## src/rtl/fighter_pkg.sv

```systemverilog
// fighter_pkg: button bit positions, move/attack codes and arbiter states shared by the scheduler.
package fighter_pkg;
  localparam int BTN_LEFT  = 0;
  localparam int BTN_RIGHT = 1;
  localparam int BTN_PUNCH = 2;
  localparam int BTN_KICK  = 3;
  localparam logic [1:0] MOVE_NONE  = 2'b00;
  localparam logic [1:0] MOVE_LEFT  = 2'b01;
  localparam logic [1:0] MOVE_RIGHT = 2'b10;
  localparam logic ATK_PUNCH = 1'b0;
  localparam logic ATK_KICK  = 1'b1;
  typedef enum logic {ARB_IDLE, ARB_OFFER} arb_state_e;
endpackage

```

## src/rtl/player_action_slot.sv

```systemverilog
// player_action_slot: one player's latched move request, pending attack and attack cooldown.
module player_action_slot
  import fighter_pkg::*;
#(
  parameter int COOLDOWN_TICKS = 8,
  parameter int CD_W = 4
) (
  input  logic       CLK,
  input  logic       RESET,
  input  logic       TICK,
  input  logic [3:0] btn,
  input  logic       offered,
  input  logic       xfer,
  output logic [1:0] move,
  output logic       busy,
  output logic       atk_valid,
  output logic       atk_kind
);
  logic [1:0] move_slot;
  logic [CD_W-1:0] cd;
  logic move_hit, atk_hit;
  assign busy = cd != '0;
  always_comb begin
    move_hit = btn[BTN_LEFT] | btn[BTN_RIGHT];
    atk_hit = (btn[BTN_PUNCH] | btn[BTN_KICK]) & ~busy & ~offered;
  end
  // a pulse arriving with TICK lands after the clear, so it waits for the next frame
  always_ff @(posedge CLK)
    if (!RESET) begin
      move      <= MOVE_NONE;
      move_slot <= MOVE_NONE;
      atk_valid <= 1'b0;
      atk_kind  <= ATK_PUNCH;
      cd        <= '0;
    end else begin
      move      <= TICK ? move_slot : MOVE_NONE;
      move_slot <= move_hit ? (btn[BTN_RIGHT] ? MOVE_RIGHT : MOVE_LEFT) : TICK ? MOVE_NONE : move_slot;
      atk_valid <= xfer ? 1'b0 : atk_hit ? 1'b1 : atk_valid;
      if (atk_hit) atk_kind <= btn[BTN_KICK] ? ATK_KICK : ATK_PUNCH;
      cd        <= xfer ? CD_W'(COOLDOWN_TICKS) : (TICK && busy) ? cd - 1'b1 : cd;
    end
endmodule

```

## src/rtl/fighter_action_scheduler.sv

```systemverilog
// fighter_action_scheduler: per-player move/attack latching with round-robin access to the hit resolver.
module fighter_action_scheduler
  import fighter_pkg::*;
#(
  parameter int COOLDOWN_TICKS = 8,
  parameter int CD_W = 4
) (
  input  logic       CLK,
  input  logic       RESET,
  input  logic       TICK,
  input  logic [3:0] P1_BTN,
  input  logic [3:0] P2_BTN,
  output logic [1:0] P1_MOVE,
  output logic [1:0] P2_MOVE,
  output logic       P1_BUSY,
  output logic       P2_BUSY,
  output logic       ATK_VALID,
  output logic       ATK_PLAYER,
  output logic       ATK_KIND,
  input  logic       ATK_READY
);
  arb_state_e state, state_nx;
  logic player_q, player_nx, last_grant, xfer;
  logic [1:0] slot_valid, slot_kind, offered, slot_xfer;
  player_action_slot #(.COOLDOWN_TICKS(COOLDOWN_TICKS), .CD_W(CD_W)) u_p1 (
    .CLK(CLK), .RESET(RESET), .TICK(TICK), .btn(P1_BTN), .offered(offered[0]), .xfer(slot_xfer[0]),
    .move(P1_MOVE), .busy(P1_BUSY), .atk_valid(slot_valid[0]), .atk_kind(slot_kind[0])
  );
  player_action_slot #(.COOLDOWN_TICKS(COOLDOWN_TICKS), .CD_W(CD_W)) u_p2 (
    .CLK(CLK), .RESET(RESET), .TICK(TICK), .btn(P2_BTN), .offered(offered[1]), .xfer(slot_xfer[1]),
    .move(P2_MOVE), .busy(P2_BUSY), .atk_valid(slot_valid[1]), .atk_kind(slot_kind[1])
  );
  // on a tie the player who was not granted last time wins
  always_comb begin
    state_nx = state;
    player_nx = player_q;
    xfer = (state == ARB_OFFER) && ATK_READY;
    if (state == ARB_IDLE && |slot_valid) begin
      state_nx = ARB_OFFER;
      player_nx = &slot_valid ? ~last_grant : slot_valid[1];
    end else if (xfer) state_nx = ARB_IDLE;
    offered = (state == ARB_OFFER) ? (player_q ? 2'b10 : 2'b01) : 2'b00;
    slot_xfer = xfer ? offered : 2'b00;
    ATK_VALID = state == ARB_OFFER;
    ATK_PLAYER = ATK_VALID & player_q;
    ATK_KIND = ATK_VALID & slot_kind[player_q];
  end
  always_ff @(posedge CLK)
    if (!RESET) begin
      state      <= ARB_IDLE;
      player_q   <= 1'b0;
      last_grant <= 1'b1;
    end else begin
      state    <= state_nx;
      player_q <= player_nx;
      if (xfer) last_grant <= player_q;
    end
endmodule

```

## config.mk

```make
export PLATFORM = sky130hd
export DESIGN_NAME = fighter_action_scheduler
export DESIGN_NICKNAME = d
export VERILOG_FILES = /design/src/rtl/fighter_pkg.sv /design/src/rtl/player_action_slot.sv /design/src/rtl/fighter_action_scheduler.sv
export SDC_FILE = /design/constraint.sdc
export NUM_CORES = 1
export LEC_CHECK = 0
export ABC_AREA = 1
export BUFFER_PORTS_ARGS = -buffer_cell sky130_fd_sc_hd__buf_2
export CAP_MARGIN = 10
export CORE_ASPECT_RATIO = 1.1
export CORE_MARGIN = 2
export CORE_UTILIZATION = 47
export DETAILED_ROUTE_END_ITERATION = 10
export PLACE_DENSITY_LB_ADDON = 0.08
export SYNTH_ARGS = -nofsm -noshare
export SYNTH_HDL_FRONTEND = slang
export SYNTH_HIERARCHICAL = 1
export SYNTH_SLANG_ARGS = --single-unit
```

## constraint.sdc

```tcl
create_clock -name CLK -period 1.08 [get_ports CLK]
set_input_delay 0.108 -clock CLK [delete_from_list [all_inputs] [get_ports CLK]]
set_output_delay 0.108 -clock CLK [all_outputs]
set_load 0.02 [all_outputs]
```

After elaboration in Yosys (flattened, before gate mapping)
Index checks and enable logic that the tools add are counted.
- bits of input ports: 12
- output and inout bits: 9
- RAM bits: 0
- register bits after elaboration: 23
- bits in latches: 0
- ROM bits: 0
- memories kept: 0
- shift-type cells: 0
- reduce and logical (&&, ||, !) cells: 16
- $lt $le $gt $ge: 1
- mux-type cells: 19
- multiply operators: 0
- add/subtract/negate cells: 2
- equality and inequality tests: 0
- divide/modulo/power cells: 0
- bitwise logic cells: 17
- operators with widths (kind ; count):
    $mux W2 ; 8
    $mux W4 ; 4
    $reduce_bool A2 Y1 ; 5
    $reduce_bool A4 Y1 ; 2
    $sub A4 B1 Y4 const B ; 2
    $mux W1 ; 7
    $not A1 Y1 ; 7
    $and A1 B1 Y1 ; 6
    $reduce_or A2 Y1 ; 3
    $logic_and A1 B1 Y1 ; 4
    $or A1 B1 Y1 ; 4
    $reduce_and A2 Y1 ; 2
    $lt A1 B2 Y1 const B ; 1

Depth between registers and ports, before layout
Gate-level depths: netlist of the first run.
- depth after elaboration: 4
- gate-level depth with buffers: 9
- depth with buffers taken out: 9

Modules after synthesis
The synthesis of the first run kept the hierarchy.
- by module, submodules not included (module ; sequential area each (µm²) ; cells each ; area each (µm²) ; times used):
    player_action_slot ; 200.2 ; 56 ; 432.9 ; 2
    fighter_action_scheduler ; 60.1 ; 27 ; 160.2 ; 1

Least setup slack after synthesis of the first run
Ideal clock, no wire load.
- path type: register to register
- from: reg state (netlist: ATK_VALID)
- to: reg u_p2.cd[3]
- stages on the path, launching flop included: 10
- setup slack: -0.134 ns
- path buffers: 0
- arrival time: 1.105 ns
- data required time: 0.971 ns
- cells stage by stage: dfxtp_1 > nand2_1 > inv_2 > nand2_2 > inv_1 > inv_1 > nand3_1 > nand3_1 > nand2_1 > inv_1
- cells in the longest elaborated chain, start to end: 3
- elaborated cells on any way between the ends: 5
- classes of those cells: mux: 3; reduce/logical: 2
- ends and longest elaborated chain (what ; RTL line ; text):
    start: declaration ; fighter_action_scheduler.sv:22 ; arb_state_e state, state_nx;
    start signal: assignment ; fighter_action_scheduler.sv:54 ; state <= state_nx;
    $mux W2 or $logic_and A1 B1 Y1 (tied branches) ; fighter_action_scheduler.sv:42, fighter_action_scheduler.sv:37 ;
    $mux W2 (*) ; fighter_action_scheduler.sv:43 ; slot_xfer = xfer ? offered : 2'b00;
    net slot_xfer[1] ; fighter_action_scheduler.sv:24 ; logic [1:0] slot_valid, slot_kind, offered, slot_xfer;
    $mux W4 or $reduce_bool A2 Y1 (tied branches) ; - ;
    end signal: assignment ; player_action_slot.sv:40 ; cd <= xfer ? CD_W'(COOLDOWN_TICKS) : (TICK && busy) ? cd - 1'b1 : cd;
    end: declaration ; player_action_slot.sv:20 ; logic [CD_W-1:0] cd;
The timed path passes the listed nets; every way through them passes the cells marked *.
A chain may end at the register's enable or synchronous reset.

Worst setup path in the final report of the first run
- from: reg state (netlist: ATK_VALID)
- to: out ATK_KIND
- cells in the longest elaborated chain, start to end: 1
- ends and longest elaborated chain (what ; RTL line ; text):
    $and A1 B1 Y1 ; fighter_action_scheduler.sv:46 ; ATK_KIND = ATK_VALID & slot_kind[player_q];
    end: declaration ; fighter_action_scheduler.sv:19 ; output logic ATK_KIND,
Every way passes these cells.

==> results.json, run 1 <==
{
  "route.final.wire_length_mm": 2.91,
  "timing.critical_path.required_ns": 0.97,
  "drive_gt1_frac": 0.575,
  "fill_cells": 126,
  "drt_pass1_iterations": 4,
  "synth.avg_cell_area_sq_um": 7.38,
  "post_synth_xor_area_fraction": 0,
  "worstRegToRegCells": 8,
  "power_per_cell_area_nw_per_um2": 3160,
  "synthesis.instances": 139,
  "post_synth_main_area_contributors": "sky130_fd_sc_hd__dfxtp_1, sky130_fd_sc_hd__inv_1, sky130_fd_sc_hd__nand2_1",
  "grt_start_max_net_pins": 15,
  "postSynthRegisterBits": 23,
  "place.detailed.hpwl_mm": 1.58,
  "max_slew_violations": 0,
  "hold_path.startpoint": "ATK_READY",
  "ant_nets": 0,
  "die_w_microns": 48.5,
  "finalHoldViolCount": 0,
  "failed_checks": "negative setup slack",
  "cap_viol_max_count": 0,
  "worst_path_setup_slack_after_routing_ns": -0.170,
  "synth-simple-area-share": 0.288,
  "die_area_sq_um": 2570,
  "initial_core_util": 0.502,
  "clock_net_sink_count": 23,
  "fraction_of_the_cycle_the_final_worst_path_needs": 1.16,
  "rsz0062_at_grt": "yes",
  "synthesis.nets": 155,
  "fin_skew_ns": 0.00496,
  "worst_hold_path.endpoint": "last_grant",
  "globalRoute.totalOverflow": 0,
  "max_freq_mhz": 800,
  "floorplan.core_area_sq_um": 2040,
  "number_of_buffers_created_by_cts": 3,
  "grt_first_pass_wirelength_mm": 4.21,
  "reg2reg_from": "ATK_VALID",
  "tritoncts_clock_tree": "done",
  "die_y_microns": 53,
  "top_level_ports": 21,
  "port_buffers": 20,
  "worstMarginPinSlew_ns": 0.233,
  "yosys.area.top_type_share": 0.449,
  "clkLatencyLatePin_ns": 0.32,
  "synth_cell_type_count": 15,
  "outcome": "finished, violations left",
  "muxShareOfSynthArea": 0,
  "setup_violators_final": 13,
  "synth-compound-area-share": 0.120,
  "fin_setup_tns_ns": -1.05,
  "cell_row_count": 17,
  "synth_top_area_cell": "sky130_fd_sc_hd__dfxtp_1",
  "synth_area_sq_um": 1030,
  "ratio_of_routed_vias_to_standard_cells": 5.07,
  "placedCellCount": 200,
  "final_core_util": 0.830,
  "route.detailed.drc": 0,
  "arithmetic_cell_share_of_the_synthesized_area_counting_full_adders_half_adders_and_majority_gates": 0.0488,
  "final_cell_count_no_fill": 221,
  "globalRouteTotalUtil": 0.214,
  "number_of_antenna_violations_at_the_first_check_in_global_routing": 0,
  "clock_tree.root_cell": "sky130_fd_sc_hd__clkbuf_4",
  "timing.critical_path.to_type": "output pin",
  "clk_path_buf_depth": 2,
  "area_growth_syn_to_layout_pct": 65.1,
  "dominant_combinational_cell_family_by_area_after_synthesis": "simple AND/OR/NAND/NOR gates",
  "peakVddDrop_mv": 2.04,
  "final_net_count": 210,
  "multi_input_area_sq_um": 679,
  "htree_levels": 1,
  "clk_pin_slew_worst_paths_ns": 0.13,
  "timing.rr.end": "u_p2/cd[0]",
  "min_path_cells": 3,
  "place.gp.congestion": 0.846,
  "timing.critical_path.from_type": "register",
  "finalWorstPathRequiredPeriod_ns": 1.25,
  "area.sequential_sq_um": 479,
  "r2r_setup_slack_ns": -0.09,
  "cp_max_fo": 5,
  "drt-wirelength-per-cell_microns": 13.1,
  "via_count": 1120,
  "antenna-diode-count": 0,
  "leakage_power_summed_over_all_cells_nw": 0.846,
  "worstHoldPathType": "in -> reg",
  "slew-limit-headroom": 0.844,
  "worstSetupPathType": "reg -> out",
  "detail_route.iter0.violations": 14,
  "worst_ep_arrival_time_ns": 1.14,
  "yosysSeqAreaShare": 0.449,
  "yosys_warnings": 6,
  "vias_in_the_first_global_route": 1050,
  "post-place-ws_ns": -0.0548
}
## worst max-delay path by stage
stage,from,to,slack [ns],cells after the start
detailed placement,u_p2/cd[1],u_p2/cd[2],-0.05,6
floorplan,ATK_VALID,u_p2/cd[3],0.007,9
CTS,ATK_VALID,ATK_KIND,-0.16,6
global placement,u_p2/cd[1],u_p2/cd[2],-0.03,6
finish,ATK_VALID,ATK_KIND,-0.17,6
global route,ATK_VALID,ATK_KIND,-0.20,6
## power by group
part / switching (W) / internal, W
combinational: 0.00177 / 0.00175
clock: 0.000281 / 0.000144
sequential: 0.000255 / 0.00116
## repair_timing
item / in CTS / in global routing
buffers inserted: 8 / 7
pin swaps: 6 / 15
hold endpoints to repair: 3 / 0
resized for setup: 44 / 37
setup endpoints to repair: 14 / 16
hold buffers: 2 / 0
## logic make-up after synthesis
kind of cell | after synthesis
flip-flops | 23
buffers and inverters | 26
AND/OR/NAND/NOR | 65
AO/OA/AOI/OAI | 21
adder cells (fa/ha/maj) | 4
## metrics by stage
stage	total power [W]	hold slack [ns]	area, sq um
floorplan	0.00266	0.187	1040
global placement	0.00321	0.287	1280
detailed placement	0.00326	0.296	1280
CTS	0.00460	0.0279	1530
global route	0.00570	0.0671	1690
finish	0.00536	0.0544	1690
## registers in the layout (all words and copies together) (netlist names), 2 cells and up
register and count:
u_p2/cd 4, u_p2/move_slot 2, u_p1/cd 4, u_p1/move_slot 2, u_p2/move 2, u_p1/move 2
## routing by layer
metal	routed length, microns	global-route usage
met1	1190	0.213
met2	1580	0.444
met3	90	0.0367
met4	49	0.0857
met5	0	0
## synthesized netlist by cell type
cell                      instances
sky130_fd_sc_hd__inv_1           25
sky130_fd_sc_hd__dfxtp_1         23
sky130_fd_sc_hd__nand2_1         21
sky130_fd_sc_hd__nand3_1         15
sky130_fd_sc_hd__nor2_1          13
sky130_fd_sc_hd__a21oi_1          9
sky130_fd_sc_hd__nor3_1           6
sky130_fd_sc_hd__o21ai_0          6
sky130_fd_sc_hd__nand2_2          5
sky130_fd_sc_hd__ha_1             4
sky130_fd_sc_hd__o21a_1           4
sky130_fd_sc_hd__nor2_2           3
sky130_fd_sc_hd__a21oi_2          2
sky130_fd_sc_hd__and3_1           2
sky130_fd_sc_hd__inv_2            1
## layout by cell type (no fill, tap or decap), types with 3 or more instances in the layout
| cell type | count |
|---|---|
| sky130_fd_sc_hd__a21oi_2 | 3 |
| sky130_fd_sc_hd__nand3_1 | 6 |
| sky130_fd_sc_hd__dfxtp_4 | 3 |
| sky130_fd_sc_hd__nor3_1 | 6 |
| sky130_fd_sc_hd__ha_4 | 3 |
| sky130_fd_sc_hd__nor2_4 | 4 |
| sky130_fd_sc_hd__nand2_1 | 16 |
| sky130_fd_sc_hd__inv_1 | 15 |
| sky130_fd_sc_hd__o21ai_2 | 4 |
| sky130_fd_sc_hd__buf_4 | 22 |
| sky130_fd_sc_hd__a21oi_1 | 6 |
| sky130_fd_sc_hd__nand2_2 | 3 |
| sky130_fd_sc_hd__dfxtp_1 | 14 |
| sky130_fd_sc_hd__nor2_2 | 3 |
| sky130_fd_sc_hd__inv_2 | 10 |
| sky130_fd_sc_hd__nand2_4 | 7 |
| sky130_fd_sc_hd__buf_6 | 9 |
| sky130_fd_sc_hd__dfxtp_2 | 6 |
| sky130_fd_sc_hd__buf_2 | 17 |
| sky130_fd_sc_hd__o21a_1 | 4 |
| sky130_fd_sc_hd__nor2_1 | 9 |
| sky130_fd_sc_hd__clkbuf_4 | 3 |
| sky130_fd_sc_hd__nand3_2 | 8 |
## area by class of cell
type / count / area share
well taps: 28 / 0.0207
inverters: 26 / 0.0591
clock buffers: 3 / 0.0133
clock inverters: 1 / 0.00369
repair buffers: 50 / 0.219
multi-input cells: 90 / 0.401
flip-flops and latches: 23 / 0.283
## worst max-delay path, cell delays in order, from the launching register on
cell and delay, ns:
sky130_fd_sc_hd__dfxtp_4 0.39, sky130_fd_sc_hd__nand2_4 0.07, sky130_fd_sc_hd__inv_2 0.04, sky130_fd_sc_hd__buf_6 0.11
sky130_fd_sc_hd__nand2_4 0.05, sky130_fd_sc_hd__nand2_2 0.05, sky130_fd_sc_hd__buf_6 0.12
Note: power is estimated with default switching activity, not from simulation.
==> inputs of run 2 (changes only) <==
--- a/config.mk
+++ b/config.mk
@@ -13,6 +13,7 @@
 export CORE_UTILIZATION = 47
 export DETAILED_ROUTE_END_ITERATION = 10
 export PLACE_DENSITY_LB_ADDON = 0.08
+export RECOVER_POWER = 100
 export SYNTH_ARGS = -nofsm -noshare
 export SYNTH_HDL_FRONTEND = slang
 export SYNTH_HIERARCHICAL = 1
==> run 2 against run 1 <==
The flow still finishes with violations (negative setup slack). Fmax stayed put. Flip-flop and latch count stayed put. Power hardly changed. Critical path depth stayed put. Utilization is 0.12 points lower. Non-clock buffer count stayed put. First-iteration DRC count is 36% higher. Hold slack stayed put. Worst setup slack stayed put. Critical path type unchanged. Critical endpoint unchanged.
==> results.json, run 2 (synthesis gave the netlist of run 1 again) <==
{
  "outcome": "finished, violations left",
  "failed_checks": "negative setup slack",
  "worstHoldPathType": "in -> reg",
  "critical_path_cell_count": 6,
  "port_buffers": 20,
  "max_slew_violations": 0,
  "slew-limit-headroom": 0.844,
  "clock_tree.root_cell": "sky130_fd_sc_hd__clkbuf_4",
  "clkLatencyLatePin_ns": 0.32,
  "fin_hold_ws_ns": 0.0544,
  "largest_registers": "u_p1/cd: 4 flops, u_p2/cd: 4 flops",
  "fin_setup_tns_ns": -1.05,
  "rsz0062_at_grt": "yes",
  "floorplan.core_area_sq_um": 2040,
  "grt_first_pass_wirelength_mm": 4.21,
  "clock_net_sink_count": 23,
  "cp_slowest_cell": "sky130_fd_sc_hd__dfxtp_4",
  "initial_core_util": 0.502,
  "final_net_count": 210,
  "fin_skew_ns": 0.00532,
  "detail_route.iter0.violations": 19,
  "globalRoute.totalOverflow": 0,
  "vias_in_the_first_global_route": 1050,
  "place.gp.congestion": 0.846,
  "timing.critical_path.from_type": "register",
  "fill_cells": 127,
  "htree_levels": 1,
  "globalRouteTotalUtil": 0.214,
  "worstMarginPinSlew_ns": 0.233,
  "final_area_sq_um": 1690,
  "clk_pin_slew_worst_paths_ns": 0.13,
  "route.final.wire_length_mm": 2.90,
  "placed_cell_area_sq_um": 1280,
  "via_count": 1119,
  "cap_viol_max_count": 0,
  "timing.critical_path.max_delay_family": "flip-flops",
  "route.detailed.drc": 0,
  "fraction_of_the_cycle_the_final_worst_path_needs": 1.16,
  "area_growth_syn_to_layout_pct": 64.9,
  "die_area_sq_um": 2570,
  "peakVddDrop_mv": 2.04,
  "number_of_buffers_created_by_cts": 3,
  "grt_start_max_net_pins": 15,
  "finalHoldViolCount": 0,
  "antenna-diode-count": 0,
  "cell_row_count": 17,
  "timing.critical_path.required_ns": 0.97,
  "reg2reg_from": "ATK_VALID",
  "layout_common_cells": "sky130_fd_sc_hd__buf_4, sky130_fd_sc_hd__nand2_1, sky130_fd_sc_hd__inv_1, sky130_fd_sc_hd__buf_2, sky130_fd_sc_hd__dfxtp_1",
  "timing.critical_path.cells": "nand2_4, inv_2, buf_6, nand2_4, nand2_2, buf_6",
  "timing.critical_path.slowest_cell_delay_ns": 0.39,
  "worstRegToRegCells": 8,
  "final_core_util": 0.828,
  "r2r_setup_slack_ns": -0.09,
  "max_freq_mhz": 800,
  "timing.critical_path.to_type": "output pin",
  "setup_violators_final": 13,
  "drt_pass1_iterations": 4,
  "drt-wirelength-per-cell_microns": 13.1,
  "ratio_of_routed_vias_to_standard_cells": 5.06,
  "layout.cells.most_common": "sky130_fd_sc_hd__buf_4",
  "endpoint": "ATK_KIND",
  "finalWorstPathRequiredPeriod_ns": 1.25,
  "crit_path_start": "ATK_VALID",
  "top_level_ports": 21,
  "worst_ep_arrival_time_ns": 1.14,
  "clk_path_buf_depth": 2,
  "power_per_cell_area_nw_per_um2": 3170,
  "die_y_microns": 53,
  "worst_path_setup_slack_after_routing_ns": -0.170,
  "place.detailed.hpwl_mm": 1.58,
  "count_of_buffering_cells_on_the_critical_path_with_inverters_included": 3,
  "leakage_power_summed_over_all_cells_nw": 0.840,
  "cp_max_fo": 5,
  "worstSetupPathType": "reg -> out",
  "drive_gt1_frac": 0.565,
  "die_w_microns": 48.5,
  "timing.rr.end": "u_p2/cd[0]",
  "tritoncts_clock_tree": "done",
  "number_of_antenna_violations_at_the_first_check_in_global_routing": 0,
  "ant_nets": 0
}
-- run 2: changes by cell type in the layout (fill, tap and decap cells not counted), sizes merged --
cell    before  now
clkbuf       3    5
buf         48   46
-- run 2: how the worst min path moves through the flow --
stage          slack (ns)  startpoint  cells after the start                end
2_1_floorplan        0.19   P1_BTN[1]                      1  u_p1/move_slot[0]
3_3_place_gp         0.29   P2_BTN[1]                      2  u_p2/move_slot[0]
4_1_cts              0.03   ATK_READY                      3         last_grant
6_report             0.05   ATK_READY                      3         last_grant
3_5_place_dp         0.30   P1_BTN[1]                      2  u_p1/move_slot[0]
5_1_grt              0.07   ATK_READY                      3         last_grant
-- run 2: cell type report --
type | count | area (sq um) | share of cell area
clock buffers | 3 | 22.5 | 0.0133
clock inverters | 1 | 6.26 | 0.00370
inverters | 26 | 100 | 0.0592
repair buffers | 50 | 369 | 0.218
multi-input cells | 90 | 679 | 0.402
well taps | 28 | 35.0 | 0.0207
flip-flops and latches | 23 | 479 | 0.283
-- run 2: layer usage --
layer,up-vias,track usage,part of all wire
met5,-,0,0
met4,0,0.0857,0.017
met3,5,0.0367,0.031
met2,29,0.444,0.54
met1,530,0.213,0.41
li1,555,-,-
-- run 2: power breakdown --
part | total, W | internal (W) | switching, W
Clock | 0.000426 | 0.000144 | 0.000282
Sequential | 0.00141 | 0.00116 | 0.000255
Combinational | 0.00352 | 0.00174 | 0.00177
Total | 0.00536 | 0.00305 | 0.00231
-- run 2: worst register-to-register path, delay by kind of cell, from the launching register on --
kind / cells / cell delay (ns)
flip-flops: 1 / 0.39
AND/OR/NAND/NOR: 3 / 0.30
buffers and inverters: 3 / 0.23
AO/OA/AOI/OAI: 2 / 0.20
-- run 2: through the flow --
stage | power, W | cells | worst slack, ns
2_1_floorplan | 0.00266 | 139 | 0.00684
3_3_place_gp | 0.00321 | 200 | -0.0348
3_5_place_dp | 0.00326 | 200 | -0.0548
4_1_cts | 0.00460 | 214 | -0.161
5_1_grt | 0.00570 | 221 | -0.201
6_report | 0.00536 | 221 | -0.170
-- run 2: timing repair --
action	in CTS	in global routing
setup buffers	8	7
gates resized for setup	44	37
hold buffers	2	0
pin swaps	6	15
endpoints found under the hold margin	3	0
endpoints found under the setup margin	14	16
==> inputs of run 3 (changes only) <==
--- a/config.mk
+++ b/config.mk
@@ -10,7 +10,8 @@
 export CAP_MARGIN = 10
 export CORE_ASPECT_RATIO = 1.1
 export CORE_MARGIN = 2
-export CORE_UTILIZATION = 47
+export CORE_UTILIZATION = 50
+export CTS_BUF_LIST = sky130_fd_sc_hd__clkbuf_8
 export DETAILED_ROUTE_END_ITERATION = 10
 export PLACE_DENSITY_LB_ADDON = 0.08
 export RECOVER_POWER = 100
==> run 3 against run 2 <==
The flow still finishes with violations (negative setup slack). Sequential share of layout area grew 4.1 points. Wire length shrank 24%. Fmax grew 8.6%. Clock skew shrank 0.0024 ns. Utilization shrank 9.3 points. Critical endpoint unchanged. Largest power group unchanged.
==> results.json, run 3 (synthesis gave the netlist of run 1 again) <==
{
  "timing.critical_path.from_type": "register",
  "placed_cell_area_sq_um": 1280,
  "largest_registers": "u_p1/cd: 4 flops, u_p2/cd: 4 flops",
  "critical_path_cell_count": 6,
  "outcome": "finished, violations left",
  "worst_path_setup_slack_after_routing_ns": -0.0711,
  "number_of_buffers_created_by_cts": 3,
  "endpoint": "ATK_KIND",
  "port_buffers": 20,
  "clkLatencyLatePin_ns": 0.26,
  "fin_skew_ns": 0.00287,
  "reg2reg_from": "u_p2/cd[1]",
  "timing.critical_path.max_delay_family": "flip-flops",
  "tritoncts_clock_tree": "done",
  "max_slew_violations": 0,
  "route.final.wire_length_mm": 2.21,
  "area_growth_syn_to_layout_pct": 41.7,
  "finalHoldViolCount": 0,
  "route.detailed.drc": 0,
  "failed_checks": "negative setup slack",
  "r2r_setup_slack_ns": -0.03,
  "peakVddDrop_mv": 2.08,
  "initial_core_util": 0.519,
  "slew-limit-headroom": 0.827,
  "via_count": 978,
  "ratio_of_routed_vias_to_standard_cells": 4.77,
  "timing.critical_path.to_type": "output pin",
  "layout_common_cells": "sky130_fd_sc_hd__inv_1, sky130_fd_sc_hd__nand2_1, sky130_fd_sc_hd__dfxtp_1",
  "drive_gt1_frac": 0.390,
  "worstRegToRegCells": 5,
  "timing.critical_path.slowest_cell_delay_ns": 0.37,
  "layout.cells.most_common": "sky130_fd_sc_hd__inv_1",
  "max_freq_mhz": 869,
  "leakage_power_summed_over_all_cells_nw": 0.723,
  "die_area_sq_um": 2430,
  "worstMarginPinSlew_ns": 0.260,
  "ant_nets": 0,
  "final_net_count": 194,
  "number_of_antenna_violations_at_the_first_check_in_global_routing": 0,
  "post-place-ws_ns": -0.0550,
  "fin_hold_ws_ns": 0.0233,
  "worstSetupPathType": "reg -> out",
  "final_area_sq_um": 1450,
  "top_level_ports": 21,
  "detail_route.iter0.violations": 20,
  "power_per_cell_area_nw_per_um2": 2980,
  "count_of_buffering_cells_on_the_critical_path_with_inverters_included": 3,
  "crit_path_start": "ATK_VALID",
  "setup_violators_final": 6,
  "timing.critical_path.cells": "nand2_4, inv_4, buf_6, nand2_4, nand2_2, buf_6",
  "totalPowerFinal_w": 0.00434,
  "htree_levels": 1,
  "vias_in_the_first_global_route": 962,
  "clk_path_buf_depth": 2,
  "rsz0062_at_grt": "yes",
  "place.gp.congestion": 0.802,
  "drt-wirelength-per-cell_microns": 10.8,
  "grt_first_pass_wirelength_mm": 3.77,
  "cp_slowest_cell": "sky130_fd_sc_hd__dfxtp_4",
  "clock_net_sink_count": 23,
  "place.detailed.hpwl_mm": 1.63,
  "clock_tree.root_cell": "sky130_fd_sc_hd__clkbuf_8",
  "finalWorstPathRequiredPeriod_ns": 1.15,
  "cap_viol_max_count": 0,
  "timing.rr.end": "u_p2/cd[2]",
  "worst_ep_arrival_time_ns": 1.04,
  "grt_start_max_net_pins": 13,
  "timing.critical_path.required_ns": 0.97,
  "globalRouteTotalUtil": 0.213,
  "fraction_of_the_cycle_the_final_worst_path_needs": 1.07,
  "cts.hold.buffers_added": 0,
  "die_y_microns": 51.5,
  "clk_pin_slew_worst_paths_ns": 0.08,
  "antenna-diode-count": 0,
  "floorplan.core_area_sq_um": 1980,
  "cp_max_fo": 5,
  "die_w_microns": 47.2,
  "worstHoldPathType": "in -> reg",
  "cell_row_count": 17,
  "drt_pass1_iterations": 4,
  "globalRoute.totalOverflow": 0
}
[run 3: what timing repair did]
action	CTS	global route
buffers inserted	0	1
cloned	0	0
resized for setup	26	18
endpoints found under the setup margin	13	16
pin swaps	5	6
hold endpoints to repair	0	0
[run 3: metrics by stage]
step,TNS (ns),instances,util
4_1_cts,-0.224,204,0.713
3_3_place_gp,-0.0603,200,0.646
3_5_place_dp,-0.335,200,0.646
6_report,-0.187,205,0.735
5_1_grt,-0.908,205,0.735
2_1_floorplan,0,139,-
[run 3: cell type report]
cell class              instances  area [sq um]
multi-input cells              90           579
fillers                       159           524
flip-flops and latches         23           472
repair buffers                 34           223
inverters                      26           100
clock buffers                   3          41.3
well taps                      28          35.0
clock inverters                 1          3.75
[run 3: worst min path at each step]
stage,end,start,depth (start not counted)
after floorplan,u_p1/move_slot[0],P1_BTN[1],1
after global placement,u_p1/move_slot[0],P1_BTN[1],2
after detailed placement,u_p2/move_slot[0],P2_BTN[1],2
after CTS,u_p2/move_slot[0],P2_BTN[1],2
after global routing,u_p2/move_slot[0],P2_BTN[1],2
final,u_p1/move_slot[0],P1_BTN[1],2
[run 3: worst register-to-register path, stage by stage, from the launching register on]
cell	delay [ns]
sky130_fd_sc_hd__dfxtp_2	0.34
sky130_fd_sc_hd__inv_2	0.05
sky130_fd_sc_hd__ha_4	0.17
sky130_fd_sc_hd__a21oi_4	0.20
sky130_fd_sc_hd__nand2_1	0.12
sky130_fd_sc_hd__a21oi_2	0.17
[run 3: per-layer routing]
metal / share of wire / wire (microns) / vias up / global-route usage
met3: 0.033 / 73 / 2 / 0.0347
met4: 0.0072 / 16 / 0 / 0.0833
met2: 0.51 / 1120 / 16 / 0.365
li1: - / - / 516 / -
met1: 0.45 / 1000 / 444 / 0.258
met5: 0 / 0 / - / 0
[run 3: report_power, final]
group / internal, W / total (W) / switching, W / leakage [nW]
Sequential: 0.00114 / 0.00138 / 0.000248 / 0.192
Combinational: 0.00112 / 0.00245 / 0.00132 / 0.504
Clock: 0.000253 / 0.000506 / 0.000253 / 0.0269
